File: config.mk
export PLATFORM = sky130hd
export DESIGN_NAME = ws2812_in
export DESIGN_NICKNAME = d
export VERILOG_FILES = /design/src/rtl/ws2812_pkg.sv /design/src/rtl/ws2812_in.sv
export SDC_FILE = /design/constraint.sdc
export NUM_CORES = 1
export LEC_CHECK = 0
export ABC_AREA = 1
export CORE_UTILIZATION = 55
export CTS_BUF_LIST = sky130_fd_sc_hd__clkbuf_16
export CTS_CLUSTER_SIZE = 25
export DETAILED_ROUTE_END_ITERATION = 6
export GPL_ROUTABILITY_DRIVEN = 0
export GPL_TIMING_DRIVEN = 0
export PLACE_DENSITY = 0.75
export SLEW_MARGIN = 20
export SYNTH_ARGS = -nofsm -noshare
export SYNTH_HDL_FRONTEND = slang
export SYNTH_SLANG_ARGS = --single-unit
File: constraint.sdc
create_clock -name clk_in -period 3.25 [get_ports clk_in]
set_clock_uncertainty 0.05 [all_clocks]
set_input_delay 0.4875 -clock clk_in [delete_from_list [all_inputs] [get_ports clk_in]]
set_output_delay 0.4875 -clock clk_in [all_outputs]
set_load 0.05 [all_outputs]
File: src/rtl/ws2812_pkg.sv
// Shared WS2812 line timing (cycles at 200 MHz) and receiver state encoding.
// The transmitter imports the same CNT_* constants.
package ws2812_pkg;

  localparam int unsigned CNT_GLITCH   = 2 * 10;
  localparam int unsigned CNT_THRESH   = 2 * 53;
  localparam int unsigned CNT_HIGH_MAX = 2 * 100;
  localparam int unsigned CNT_RESET    = 2 * 5000;

  localparam int unsigned PIXEL_W = 24;
  localparam int unsigned CNT_W   = 16;

  typedef enum logic [1:0] {
    S_SYNC,
    S_IDLE,
    S_HIGH,
    S_LOW
  } ws_state_t;

endpackage

File: src/rtl/ws2812_in.sv
// WS2812 one-wire receiver: classifies high pulses by width into bits,
// assembles MSB-first 24-bit pixels and detects the low reset gap.
module ws2812_in #(
  parameter int unsigned CNT_GLITCH   = ws2812_pkg::CNT_GLITCH,
  parameter int unsigned CNT_THRESH   = ws2812_pkg::CNT_THRESH,
  parameter int unsigned CNT_HIGH_MAX = ws2812_pkg::CNT_HIGH_MAX,
  parameter int unsigned CNT_RESET    = ws2812_pkg::CNT_RESET
) (
  input  logic                           clk_in,
  input  logic                           rst_n_in,
  input  logic                           ws2812_data_in,
  output logic                           bit_rdy_out,
  output logic                           bit_data_out,
  output logic                           pixel_rdy_out,
  output logic [ws2812_pkg::PIXEL_W-1:0] pixel_data_out,
  output logic                           frame_done_out,
  output logic                           bit_err_out
);
  import ws2812_pkg::*;

  localparam logic [CNT_W-1:0] GLITCH_C = CNT_W'(CNT_GLITCH);
  localparam logic [CNT_W-1:0] THRESH_C = CNT_W'(CNT_THRESH);
  localparam logic [CNT_W-1:0] HMAX_C   = CNT_W'(CNT_HIGH_MAX);
  localparam logic [CNT_W-1:0] RESET_C  = CNT_W'(CNT_RESET);
  localparam logic [4:0]       LAST_IDX = 5'(PIXEL_W - 1);

  logic             sync1, data_s, data_d;
  logic             rise, fall;
  logic [CNT_W-1:0] hi_cnt, lo_cnt;

  ws_state_t        state, state_n;
  logic             bit_ok, bit_val, err_pulse, eof;

  logic [PIXEL_W-2:0] shift;
  logic [4:0]         bit_idx;

  always_ff @(posedge clk_in or negedge rst_n_in) begin
    if (!rst_n_in) begin
      sync1  <= 1'b0;
      data_s <= 1'b0;
      data_d <= 1'b0;
    end else begin
      sync1  <= ws2812_data_in;
      data_s <= sync1;
      data_d <= data_s;
    end
  end

  assign rise = data_s & ~data_d;
  assign fall = ~data_s & data_d;

  // Run-length counters saturate so a stuck line never wraps into a valid width.
  always_ff @(posedge clk_in or negedge rst_n_in) begin
    if (!rst_n_in) begin
      hi_cnt <= '0;
      lo_cnt <= '0;
    end else begin
      if (!data_s)           hi_cnt <= '0;
      else if (hi_cnt != '1) hi_cnt <= hi_cnt + 1'b1;
      if (data_s)            lo_cnt <= '0;
      else if (lo_cnt != '1) lo_cnt <= lo_cnt + 1'b1;
    end
  end

  always_ff @(posedge clk_in or negedge rst_n_in) begin
    if (!rst_n_in) state <= S_SYNC;
    else           state <= state_n;
  end

  // A gap that ends exactly as the next pulse rises still counts; go straight to S_HIGH.
  always_comb begin
    state_n   = state;
    bit_ok    = 1'b0;
    bit_val   = 1'b0;
    err_pulse = 1'b0;
    eof       = 1'b0;
    case (state)
      S_SYNC: if (lo_cnt == RESET_C) state_n = rise ? S_HIGH : S_IDLE;
      S_IDLE: if (rise) state_n = S_HIGH;
      S_HIGH: begin
        if (fall) begin
          if (hi_cnt < GLITCH_C || hi_cnt > HMAX_C) begin
            err_pulse = 1'b1;
            state_n   = S_SYNC;
          end else begin
            bit_ok  = 1'b1;
            bit_val = (hi_cnt >= THRESH_C);
            state_n = S_LOW;
          end
        end
      end
      S_LOW: begin
        if (lo_cnt == RESET_C) begin
          eof     = 1'b1;
          state_n = rise ? S_HIGH : S_IDLE;
        end else if (rise) begin
          state_n = S_HIGH;
        end
      end
      default: state_n = S_SYNC;
    endcase
  end

  always_ff @(posedge clk_in or negedge rst_n_in) begin
    if (!rst_n_in) begin
      bit_rdy_out    <= 1'b0;
      bit_data_out   <= 1'b0;
      pixel_rdy_out  <= 1'b0;
      pixel_data_out <= '0;
      frame_done_out <= 1'b0;
      bit_err_out    <= 1'b0;
      shift          <= '0;
      bit_idx        <= '0;
    end else begin
      bit_rdy_out    <= bit_ok;
      pixel_rdy_out  <= 1'b0;
      frame_done_out <= eof;
      bit_err_out    <= err_pulse | (eof && bit_idx != '0);
      if (bit_ok) bit_data_out <= bit_val;
      if (err_pulse || eof) begin
        bit_idx <= '0;
      end else if (bit_ok) begin
        if (bit_idx == LAST_IDX) begin
          pixel_data_out <= {shift, bit_val};
          pixel_rdy_out  <= 1'b1;
          bit_idx        <= '0;
        end else begin
          shift   <= {shift[PIXEL_W-3:0], bit_val};
          bit_idx <= bit_idx + 1'b1;
        end
      end
    end
  end

endmodule

After elaboration in Yosys (flattened, before gate mapping)
Cells that the tools add are included.
- word-level logic and storage cells: 75
- register bits after elaboration: 94
- bits of input ports: 3
- output and inout bits: 29
- reduce and logical (&&, ||, !) cells: 10
- bitwise logic cells: 7
- $add $sub $neg: 3
- $lt $le $gt $ge: 3
- equal/unequal tests: 10
- muxes and demuxes: 28
- operators with widths (kind ; number):
    16-bit two-way mux ; 4
    16-bit by 1-bit adder with 16-bit output, second input constant ; 2
    16-bit inequality test, second input constant ; 2
    16-bit by 14-bit == test with 1-bit output, second input constant ; 1
    16-bit by 7-bit greater-or-equal comparator with 1-bit output, second input constant ; 1
    16-bit by 8-bit greater-than comparator with 1-bit output, second input constant ; 1
    16-bit by 5-bit < comparator with 1-bit output, second input constant ; 1
    5-bit two-way mux ; 3
    1-bit two-way mux ; 14
    2-bit two-way mux ; 6
    2-bit one-hot mux with 4 select lines ; 1
    3-bit AND reduction ; 2
    5-bit by 1-bit adder with 5-bit output, second input constant ; 1
    5-bit == test, second input constant ; 1
    5-bit nonzero test ; 1
    2-bit == test, second input constant ; 2
    2-bit inequality test, second input constant ; 2
    1-bit inverter ; 4
    2-bit nonzero test ; 2
    1-bit bitwise AND ; 2
    2-bit by 1-bit == test with 1-bit output, second input constant ; 1
    2-bit zero test ; 1
    1-bit logical OR ; 2
    2-bit by 1-bit inequality test with 1-bit output, second input constant ; 1
    3 further kinds ; 3

Depth between registers and ports, before layout
Gate-level depths: netlist of the first run.
- depth in word-level cells: 8
- depth in mapped cells: 11
- gate-level depth less buffers: 11

Least setup slack after synthesis of the first run
OpenSTA, ideal clock, no wires.
- kind: register to register
- start: register bit_idx[0]
- end: register shift[10]
- path buffers: 1
- stages on the path, launching flop included: 9
- setup slack: 1.759 ns
- setup time: 0.117 ns
- period minus slack after synthesis: 1.491 ns
- data arrival time: 1.324 ns
- data required time: 3.083 ns
- path through: dfrtp_1 > ha_1 > nand3_2 > nor2_8 > inv_2 > nand4_4 > buf_6 > nand2_1 > nand2_1
- cells in the longest elaborated chain, start to end: 3
- ends and longest elaborated chain (what ; RTL line ; source):
    start: declaration ; ws2812_in.sv:35 ; logic [4:0] bit_idx;
    start signal: assignment ; ws2812_in.sv:129 ; bit_idx <= bit_idx + 1'b1;
    5-bit == test ; ws2812_in.sv:123 ; if (bit_idx == LAST_IDX) begin
    1-bit inverter (no line) ; -- ;
    3-bit AND reduction (no line) ; -- ;
    end signal: assignment ; ws2812_in.sv:128 ; shift <= {shift[PIXEL_W-3:0], bit_val};
    end: declaration ; ws2812_in.sv:34 ; logic [PIXEL_W-2:0] shift;
No other way between the ends.
A chain may end at the register's enable or synchronous reset.

Worst setup path after layout of the first run
- start: register pixel_data_out[1] (netlist name)
- end: output port pixel_data_out[1] (netlist name)
- RTL lines (what ; RTL line ; source):
    start: declaration ; ws2812_in.sv:15 ; output logic [ws2812_pkg::PIXEL_W-1:0] pixel_data_out,
    start signal: assignment ; ws2812_in.sv:124 ; pixel_data_out <= {shift, bit_val};
No word-level cell between the ends.

==> results of run 1 <==
power groups by stage:
stage	Sequential, mW	Combinational [mW]	Clock (mW)
5_1_grt	1.19	0.0744	1.07
6_report	1.18	0.0642	1.01
3_3_place_gp	1.21	0.0602	0
2_1_floorplan	1.21	0.0285	0
4_1_cts	1.18	0.0660	1.03
3_5_place_dp	1.21	0.0658	0
logic make-up after synthesis:
logic type / synth area share [%]
simple gates: 37.84
flops: 48.73
buf+inv: 7.491
compound gates: 3.836
fa+ha+maj: 1.555
xor+xnor: 0.5444
cells in the final DEF (no fill, tap or decap), types with 2 or more instances in the layout:
| cell | n |
|---|---|
| nor3_2 | 3 |
| a21oi_1 | 3 |
| o21ai_1 | 2 |
| nand4_1 | 65 |
| nand3_2 | 2 |
| clkdlybuf4s50_1 | 30 |
| nor3_1 | 8 |
| inv_2 | 2 |
| buf_6 | 10 |
| xor2_1 | 2 |
| ha_1 | 6 |
| o21bai_1 | 3 |
| buf_2 | 13 |
| nor2_8 | 2 |
| nor2_2 | 2 |
| o31ai_1 | 3 |
| nor2_4 | 2 |
| nand3_1 | 47 |
| or2_2 | 4 |
| inv_1 | 47 |
| nor2_1 | 44 |
| inv_8 | 2 |
| clkbuf_16 | 9 |
| nand2_1 | 192 |
| dfrtp_1 | 94 |
| nand4_4 | 2 |
| a31oi_1 | 5 |
| o21ai_0 | 12 |
| nand2_2 | 3 |
worst max-delay path by stage:
stage                                    endpoint  slack [ns]  cells past startpoint
floorplan                   shift[10]$_DFFE_PN0P_        1.76                      8
global placement    pixel_data_out[4]$_DFFE_PN0P_       -1.80                      1
detailed placement              pixel_data_out[1]        1.55                      1
CTS                             pixel_data_out[2]        1.18                      1
global route                   pixel_data_out[23]        1.16                      1
finish                          pixel_data_out[1]        1.19                      1
per-stage QoR:
stage | power (mW) | std cells | worst slack [ns] | hold WS, ns
6_report | 2.262 | 741 | 1.191 | -0.0004889
5_1_grt | 2.328 | 741 | 1.158 | 0.03839
4_1_cts | 2.277 | 741 | 1.180 | 0.01468
3_5_place_dp | 1.273 | 725 | 1.549 | 0.2957
3_3_place_gp | 1.267 | 724 | -1.801 | 0.2850
2_1_floorplan | 1.234 | 588 | 1.759 | 0.1419
cells in the mapped netlist, drive strengths merged:
cell type	n
o21bai	3
nor2	50
nand4	68
nor3b	1
nand3b	1
or2	5
nand3	49
xor2	2
o21ai	15
o211ai	1
a21oi	3
dfrtp	94
inv	49
ha	6
xnor2	1
o31ai	3
buf	24
nand2	196
a31oi	5
o21a	1
nor3	11
routing by layer:
metal  vias to the layer above  global-route usage (%)
met5                         -                       0
met4                         0                   6.965
met3                         9                   3.668
met2                        86                   38.39
met1                      1929                   35.32
li1                       2049                       -
registers in the layout, indices dropped and copies added, names as in the netlist:
signal / count
lo_cnt: 16
data_s: 1
pixel_rdy_out: 1
bit_idx: 5
frame_done_out: 1
sync1: 1
data_d: 1
hi_cnt: 16
shift: 23
bit_rdy_out: 1
pixel_data_out: 24
bit_err_out: 1
state: 2
bit_data_out: 1
cell type report:
cell class | instances | area, sq um | share of cell area [%]
clock inverters | 7 | 56.30 | 1.009
clock buffers | 9 | 225.2 | 4.037
inverters | 49 | 183.9 | 3.297
flip-flops and latches | 94 | 2352 | 42.16
repair buffers | 32 | 339.1 | 6.078
well taps | 105 | 131.4 | 2.355
plain buffers | 24 | 177.7 | 3.185
multi-input cells | 421 | 2113 | 37.88
==> flow_summary.ini, run 1 <==
[critical_path]
cp_slowest_cell = clkdlybuf4s50_1
worstPathRequired_ns = 2.71
cp.arrival_ns = 1.52
critPathTopFamily = buffers and inverters
critPathMaxFanout = 2
timing.rr.end = bit_idx[3]$_DFFE_PN0P_
critPathKind = register to primary output
endpoint_kind = primary output
startpoint_type = register
crit_start = pixel_data_out[1]$_DFFE_PN0P_
cp_num_buf_inv = 1
r2r_cells = 7
max_stage_delay_ns = 0.81
rrSetupSlack_ns = 1.53
crit_chain = clkdlybuf4s50_1
r2r-start = bit_idx[0]$_DFFE_PN0P_

[cts]
clockBufferDepth = 2
cts.clk_slew.worst_paths_ns = 0.07
cts_inserted_buffers = 9
cts_resized = 0
hold_buffers = 0
cts_tree = built
clkSinkCount = 94
cts-root-buf = clkbuf_16
insertion_delay_ns = 0.34
htree_num_levels = 3
cts_setup_buffers = 0

[power_and_ir_drop]
swShare_pct = 23.74
power.switching_mw = 0.5370
clockPowerShare_pct = 44.8
ir_drop_uv = 352.8
p_per_area_mw_per_mm2 = 405.4
internal_power_mw = 1.725
p_comb_share_pct = 2.8
seqPwrFrac_pct = 52.4
leakagePower_nw = 2.850

[drt]
vias_per_cell = 5.497
vias = 4073
drt-met1-wl_microns = 4987
drc = 0
drt_wl_total_microns = 10290
drt-pass1-iter-count = 6
route.met3.wl_microns = 401
drtIter0Drc = 242
top_layer_used = met4
ant_nets = 0
wl_per_cell_microns = 13.89
dr_wl_met2_microns = 4783

[grt]
grt_use_total_pct = 24.49
grt_pass1_wl_microns = 17450
grt_max_degree = 53
antenna_found_initial = 0
grt_pass1_vias = 3779
grt-ovfl-total = 0

[logic_synthesis]
syn_area_sq_mm = 0.004827
netlist_instances = 588
yosysTopAreaCellShare_pct = 48.73
syn_avg_cell_area_sq_um = 8.209
ys_seq_elements = 94
yosys_warnings = 0
synth_largest_area_cell = dfrtp_1
synth.area.top_cells = dfrtp_1 (49%), nand2_1 (15%), nand4_1 (8.4%), nand3_1 (4.9%), inv_1 (3.7%)
seq_area_frac_synth_pct = 48.73
synth_fp_nets = 597
synthDistinctLibCells = 37

[cells_and_area]
final_util_pct = 66.89
fin_area_sq_mm = 0.005579
num_antenna_cells = 0
num-fill-cells = 693
layout-drive-gt1-share_pct = 10.38
nets = 640
syn_to_final_growth_pct = 15.58

[sta]
whs_ns = -0.0004889
final_hold_viol_count = 1
relSlewSlack_pct = 66.09
finalSetupViolCount = 0
period_share_pct = 63.36
finalCriticalPeriod_ns = 2.059
fmax_mhz = 485.7
tightestPinTransition_ns = 0.5047
maxSlewViolCount = 0
tns_ns = 0
rsz0062_at_grt = no

[run_status]
violations = negative hold slack
status = finished, violations left

[place]
place_hpwl_microns = 7329
placed_area_sq_mm = 0.005298
port_buffers = 31

[floorplanning]
die_area_sq_mm = 0.009156
core_area_sq_mm = 0.008341
ios = 32
die_h_microns = 95.69
rows = 33
start_util_pct = 57.88
die_x_microns = 95.69

[worst_hold_path]
hp-class = input port to asynchronous set/reset pin

[run]
drv_cap = 0
Note: power is estimated with default switching activity, not from simulation.
==> run 2: changes to the inputs <==
==> constraint.sdc (replaced) <==
create_clock -name clk_in -period 2.1 [get_ports clk_in]
set_clock_uncertainty 0.05 [all_clocks]
set_input_delay 0.315 -clock clk_in [delete_from_list [all_inputs] [get_ports clk_in]]
set_output_delay 0.315 -clock clk_in [all_outputs]
set_load 0.05 [all_outputs]
==> run 2 against run 1 <==
The run now ends clean. Global-route usage did not move. Final cell count up 0.13%. Sequential share of layout area shrank 0.076 points.
==> flow_summary.ini, run 2 (synthesis gave the netlist of run 1 again) <==
[sta]
whs_ns = 0.3068
fmax_mhz = 531.6
relSlewSlack_pct = 66.48
setup_ws_ns = 0.2187
tightestPinTransition_ns = 0.4990
finalSetupViolCount = 0
rsz0062_at_grt = no
maxSlewViolCount = 0
period_share_pct = 89.59
tns_ns = 0
final_hold_viol_count = 0
finalCriticalPeriod_ns = 1.881

[power_and_ir_drop]
power.switching_mw = 0.8228
p_per_area_mw_per_mm2 = 625.0
p_comb_share_pct = 2.9
leakagePower_nw = 2.855
clockPowerShare_pct = 44.6
total_power_mw = 3.493
seqPwrFrac_pct = 52.5
swShare_pct = 23.56
internal_power_mw = 2.670
ir_drop_uv = 542.5

[critical_path]
cp_slowest_cell = clkdlybuf4s50_1
cp_num_buf_inv = 1
crit_chain = clkdlybuf4s50_1
cp.arrival_ns = 1.52
critPathTopFamily = buffers and inverters
endpoint_kind = primary output
critPathMaxFanout = 2
critPathKind = register to primary output
max_stage_delay_ns = 0.81
startpoint_type = register
worstPathRequired_ns = 1.74

[drt]
drt_wl_total_microns = 10260
drc = 0
ant_nets = 0
vias = 4087
wl_per_cell_microns = 13.82
drtIter0Drc = 246
vias_per_cell = 5.508
drt-pass1-iter-count = 6

[cells_and_area]
multiInputGateArea_sq_mm = 0.002113
final_cell_mix = nand2_1 (192), dfrtp_1 (94), nand4_1 (65)
syn_to_final_growth_pct = 15.79
largest_registers = pixel_data_out x24, shift x23
final_cells = 742
nets = 641
layout-drive-gt1-share_pct = 10.36
top_register = pixel_data_out
final_common_cell = nand2_1
seqCellArea_sq_mm = 0.002352
fin_area_sq_mm = 0.005589
num_antenna_cells = 0
num-fill-cells = 692
largest_reg_flops = 24
final_util_pct = 67.01

[cts]
cts-root-buf = clkbuf_16
clockBufferDepth = 2
cts_tree = built
cts.clk_slew.worst_paths_ns = 0.07
hold_buffers = 1
clkSinkCount = 94
insertion_delay_ns = 0.34
cts_resized = 0
cts_inserted_buffers = 9
htree_num_levels = 3
cts_setup_buffers = 0

[floorplanning]
ios = 32
die_h_microns = 95.69
rows = 33
start_util_pct = 57.88
die_area_sq_mm = 0.009156
die_x_microns = 95.69
core_area_sq_mm = 0.008341

[place]
place_hpwl_microns = 7329
dp_cells = 725
placed_area_sq_mm = 0.005298
port_buffers = 31
pre_cts_slack_ns = 0.4024

[grt]
grt-ovfl-total = 0
grt_use_total_pct = 24.49
grt_max_degree = 53
grt_pass1_vias = 3779
antenna_found_initial = 0
grt_pass1_wl_microns = 17450

[run_status]
status = finished, final reports clean

[worst_hold_path]
hp-class = register to register

[run]
drv_cap = 0
-- run 2: cell count changes in the layout (fill, tap and decap cells not counted) --
cell	delta
dlygate4sd3_1	+1
-- run 2: worst reg2reg max path: cells and delay by family (launching register included) --
| kind | cells | cell delay [ns] |
|---|---|---|
| DFF | 1 | 0.40 |
| adders and majority gates | 1 | 0.26 |
| and+or+nand+nor | 4 | 0.55 |
| buffers and inverters | 2 | 0.36 |
-- run 2: power groups by stage --
stage	combinational, mW	clock [mW]	sequential (mW)
floorplan	0.0441	0	1.87
global placement	0.0931	0	1.87
detailed placement	0.102	0	1.87
CTS	0.104	1.59	1.83
global route	0.117	1.65	1.83
finish	0.101	1.56	1.83
-- run 2: cell type report --
class	count	area share (%)
well taps	105	2.351
clock inverters	7	1.007
repair buffers	33	6.246
plain buffers	24	3.179
inverters	49	3.291
clock buffers	9	4.030
multi-input cells	421	37.81
flip-flops and latches	94	42.09
-- run 2: path summary, 6_finish.rpt --
path	from	endpoint	slack [ns]	cells after the start
min reg2reg	sync1$_DFF_PN0_	data_s$_DFF_PN0_	0.31	0
max	pixel_data_out[1]$_DFFE_PN0P_	pixel_data_out[1]	0.22	1
min	sync1$_DFF_PN0_	data_s$_DFF_PN0_	0.31	0
max reg2reg	bit_idx[0]$_DFFE_PN0P_	bit_idx[3]$_DFFE_PN0P_	0.38	7
max in group asynchronous	rst_n_in	pixel_data_out[1]$_DFFE_PN0P_	1.01	3
min in group asynchronous	rst_n_in	hi_cnt[12]$_DFFE_PN0P_	0.40	2
-- run 2: metal layers --
layer  vias to the layer above  GRT usage, %  part of all wire [%]
met3                        13         3.668                   3.9
met2                        87         38.39                    46
met4                         0         6.965                   1.3
met1                      1935         35.32                    49
met5                         -             0                     0
li1                       2052             -                     -
==> run 3: changes to the inputs <==
--- a/config.mk
+++ b/config.mk
@@ -6,6 +6,7 @@
 export NUM_CORES = 1
 export LEC_CHECK = 0
 export ABC_AREA = 1
+export CORE_MARGIN = 1.5
 export CORE_UTILIZATION = 55
 export CTS_BUF_LIST = sky130_fd_sc_hd__clkbuf_16
 export CTS_CLUSTER_SIZE = 25
==> run 3 against run 2 <==
Final cell count did not move. Die area up 2.1%. Via count is 2.3% higher. Fmax fell by 1.5%. Sequential cell count unchanged. Critical path depth unchanged. Clock power barely moved. Wire length rose by 4.7%. First-iteration DRC count down 18%. Largest power group unchanged. Highest routed layer unchanged.
==> flow_summary.ini, run 3 (synthesis gave the netlist of run 1 again) <==
[grt]
grt_use_total_pct = 23.69
antenna_found_initial = 0
grt-ovfl-total = 0
grt_pass1_vias = 4001
grt_max_degree = 50
grt_pass1_wl_microns = 18490

[drt]
ant_nets = 0
drtIter0Drc = 201
vias_per_cell = 5.636
drt-pass1-iter-count = 5
vias = 4182
wl_per_cell_microns = 14.47
drt_wl_total_microns = 10730
drc = 0

[cells_and_area]
multiInputGateArea_sq_mm = 0.002113
nets = 641
final_util_pct = 66.98
syn_to_final_growth_pct = 15.73
layout-drive-gt1-share_pct = 10.36
final_cell_mix = nand2_1 (192), dfrtp_1 (94), nand4_1 (65)
largest_reg_flops = 24
seqCellArea_sq_mm = 0.002352
num-fill-cells = 678
final_common_cell = nand2_1
largest_registers = pixel_data_out x24, shift x23
num_antenna_cells = 0
top_register = pixel_data_out

[worst_hold_path]
hp-class = register to register

[critical_path]
cp_slowest_cell = clkdlybuf4s50_1
crit_chain = clkdlybuf4s50_1
worstPathRequired_ns = 1.74
critPathKind = register to primary output
critPathTopFamily = buffers and inverters
cp.arrival_ns = 1.54
cp_num_buf_inv = 1
max_stage_delay_ns = 0.81
startpoint_type = register
critPathMaxFanout = 2
endpoint_kind = primary output

[floorplanning]
ios = 32
start_util_pct = 57.88
rows = 33
die_x_microns = 96.69
die_area_sq_mm = 0.009348
core_area_sq_mm = 0.008341
die_h_microns = 96.69

[power_and_ir_drop]
ir_drop_uv = 415.2
p_per_area_mw_per_mm2 = 625.0
total_power_mw = 3.492
leakagePower_nw = 2.854

[cts]
cts_setup_buffers = 0
cts_tree = built
cts_inserted_buffers = 9
clockBufferDepth = 2
cts_resized = 0
cts-root-buf = clkbuf_16
cts.clk_slew.worst_paths_ns = 0.07
hold_buffers = 1
insertion_delay_ns = 0.35
htree_num_levels = 3
clkSinkCount = 94

[place]
place_hpwl_microns = 7388
pre_cts_slack_ns = 0.4090
port_buffers = 31

[sta]
tightestPinTransition_ns = 0.5054
relSlewSlack_pct = 66.20
whs_ns = 0.3036
finalCriticalPeriod_ns = 1.909
finalSetupViolCount = 0
final_hold_viol_count = 0
period_share_pct = 90.91
maxSlewViolCount = 0
rsz0062_at_grt = no
setup_ws_ns = 0.1909
fmax_mhz = 523.8

[run_status]
status = finished, final reports clean

[run]
drv_cap = 0
run 3: changes by cell type in the layout (fill, tap and decap cells not counted), sizes merged:
cell	change
clkinv	-1
inv	+1
run 3: report_power, final:
| group | total (mW) | switching [mW] | internal, mW | leakage, nW |
|---|---|---|---|---|
| registers | 1.83 | 0.0117 | 1.82 | 1.30 |
| logic | 0.101 | 0.0722 | 0.0292 | 1.42 |
| clock network | 1.56 | 0.739 | 0.818 | 0.136 |
| total | 3.49 | 0.823 | 2.67 | 2.85 |
run 3: worst paths after layout:
kind / startpoint / to / slack [ns] / depth (start not counted)
min: sync1$_DFF_PN0_ / data_s$_DFF_PN0_ / 0.30 / 0
max: pixel_data_out[1]$_DFFE_PN0P_ / pixel_data_out[1] / 0.19 / 1
min reg2reg: sync1$_DFF_PN0_ / data_s$_DFF_PN0_ / 0.30 / 0
max reg2reg: bit_idx[0]$_DFFE_PN0P_ / bit_idx[0]$_DFFE_PN0P_ / 0.35 / 7
max in group asynchronous: rst_n_in / pixel_data_out[23]$_DFFE_PN0P_ / 1.00 / 3
min in group asynchronous: rst_n_in / hi_cnt[12]$_DFFE_PN0P_ / 0.41 / 2
run 3: area by class of cell:
class | count | share of cell area (%)
clock buffer | 9 | 4.031
timing repair buffer | 33 | 6.249
buffer | 24 | 3.180
inverter | 49 | 3.292
multi-input combinational | 421 | 37.83
tap | 105 | 2.352
clock inverter | 7 | 0.9630
sequential | 94 | 42.11
run 3: metrics by stage:
step | std cells | TNS [ns] | cell area, sq um
3_5_place_dp | 725 | 0 | 5298
3_3_place_gp | 724 | -258.71 | 5269
2_1_floorplan | 588 | 0 | 4827
4_1_cts | 742 | 0 | 5587
5_1_grt | 742 | 0 | 5587
6_report | 742 | 0 | 5587
run 3: per-layer routing:
layer / share of wire (%) / GRT usage (%) / up-vias
li1: - / - / 2050
met1: 48 / 33.94 / 1986
met2: 46 / 36.26 / 126
met3: 4.8 / 4.263 / 20
met4: 1.4 / 8.473 / 0
met5: 0 / 0 / -
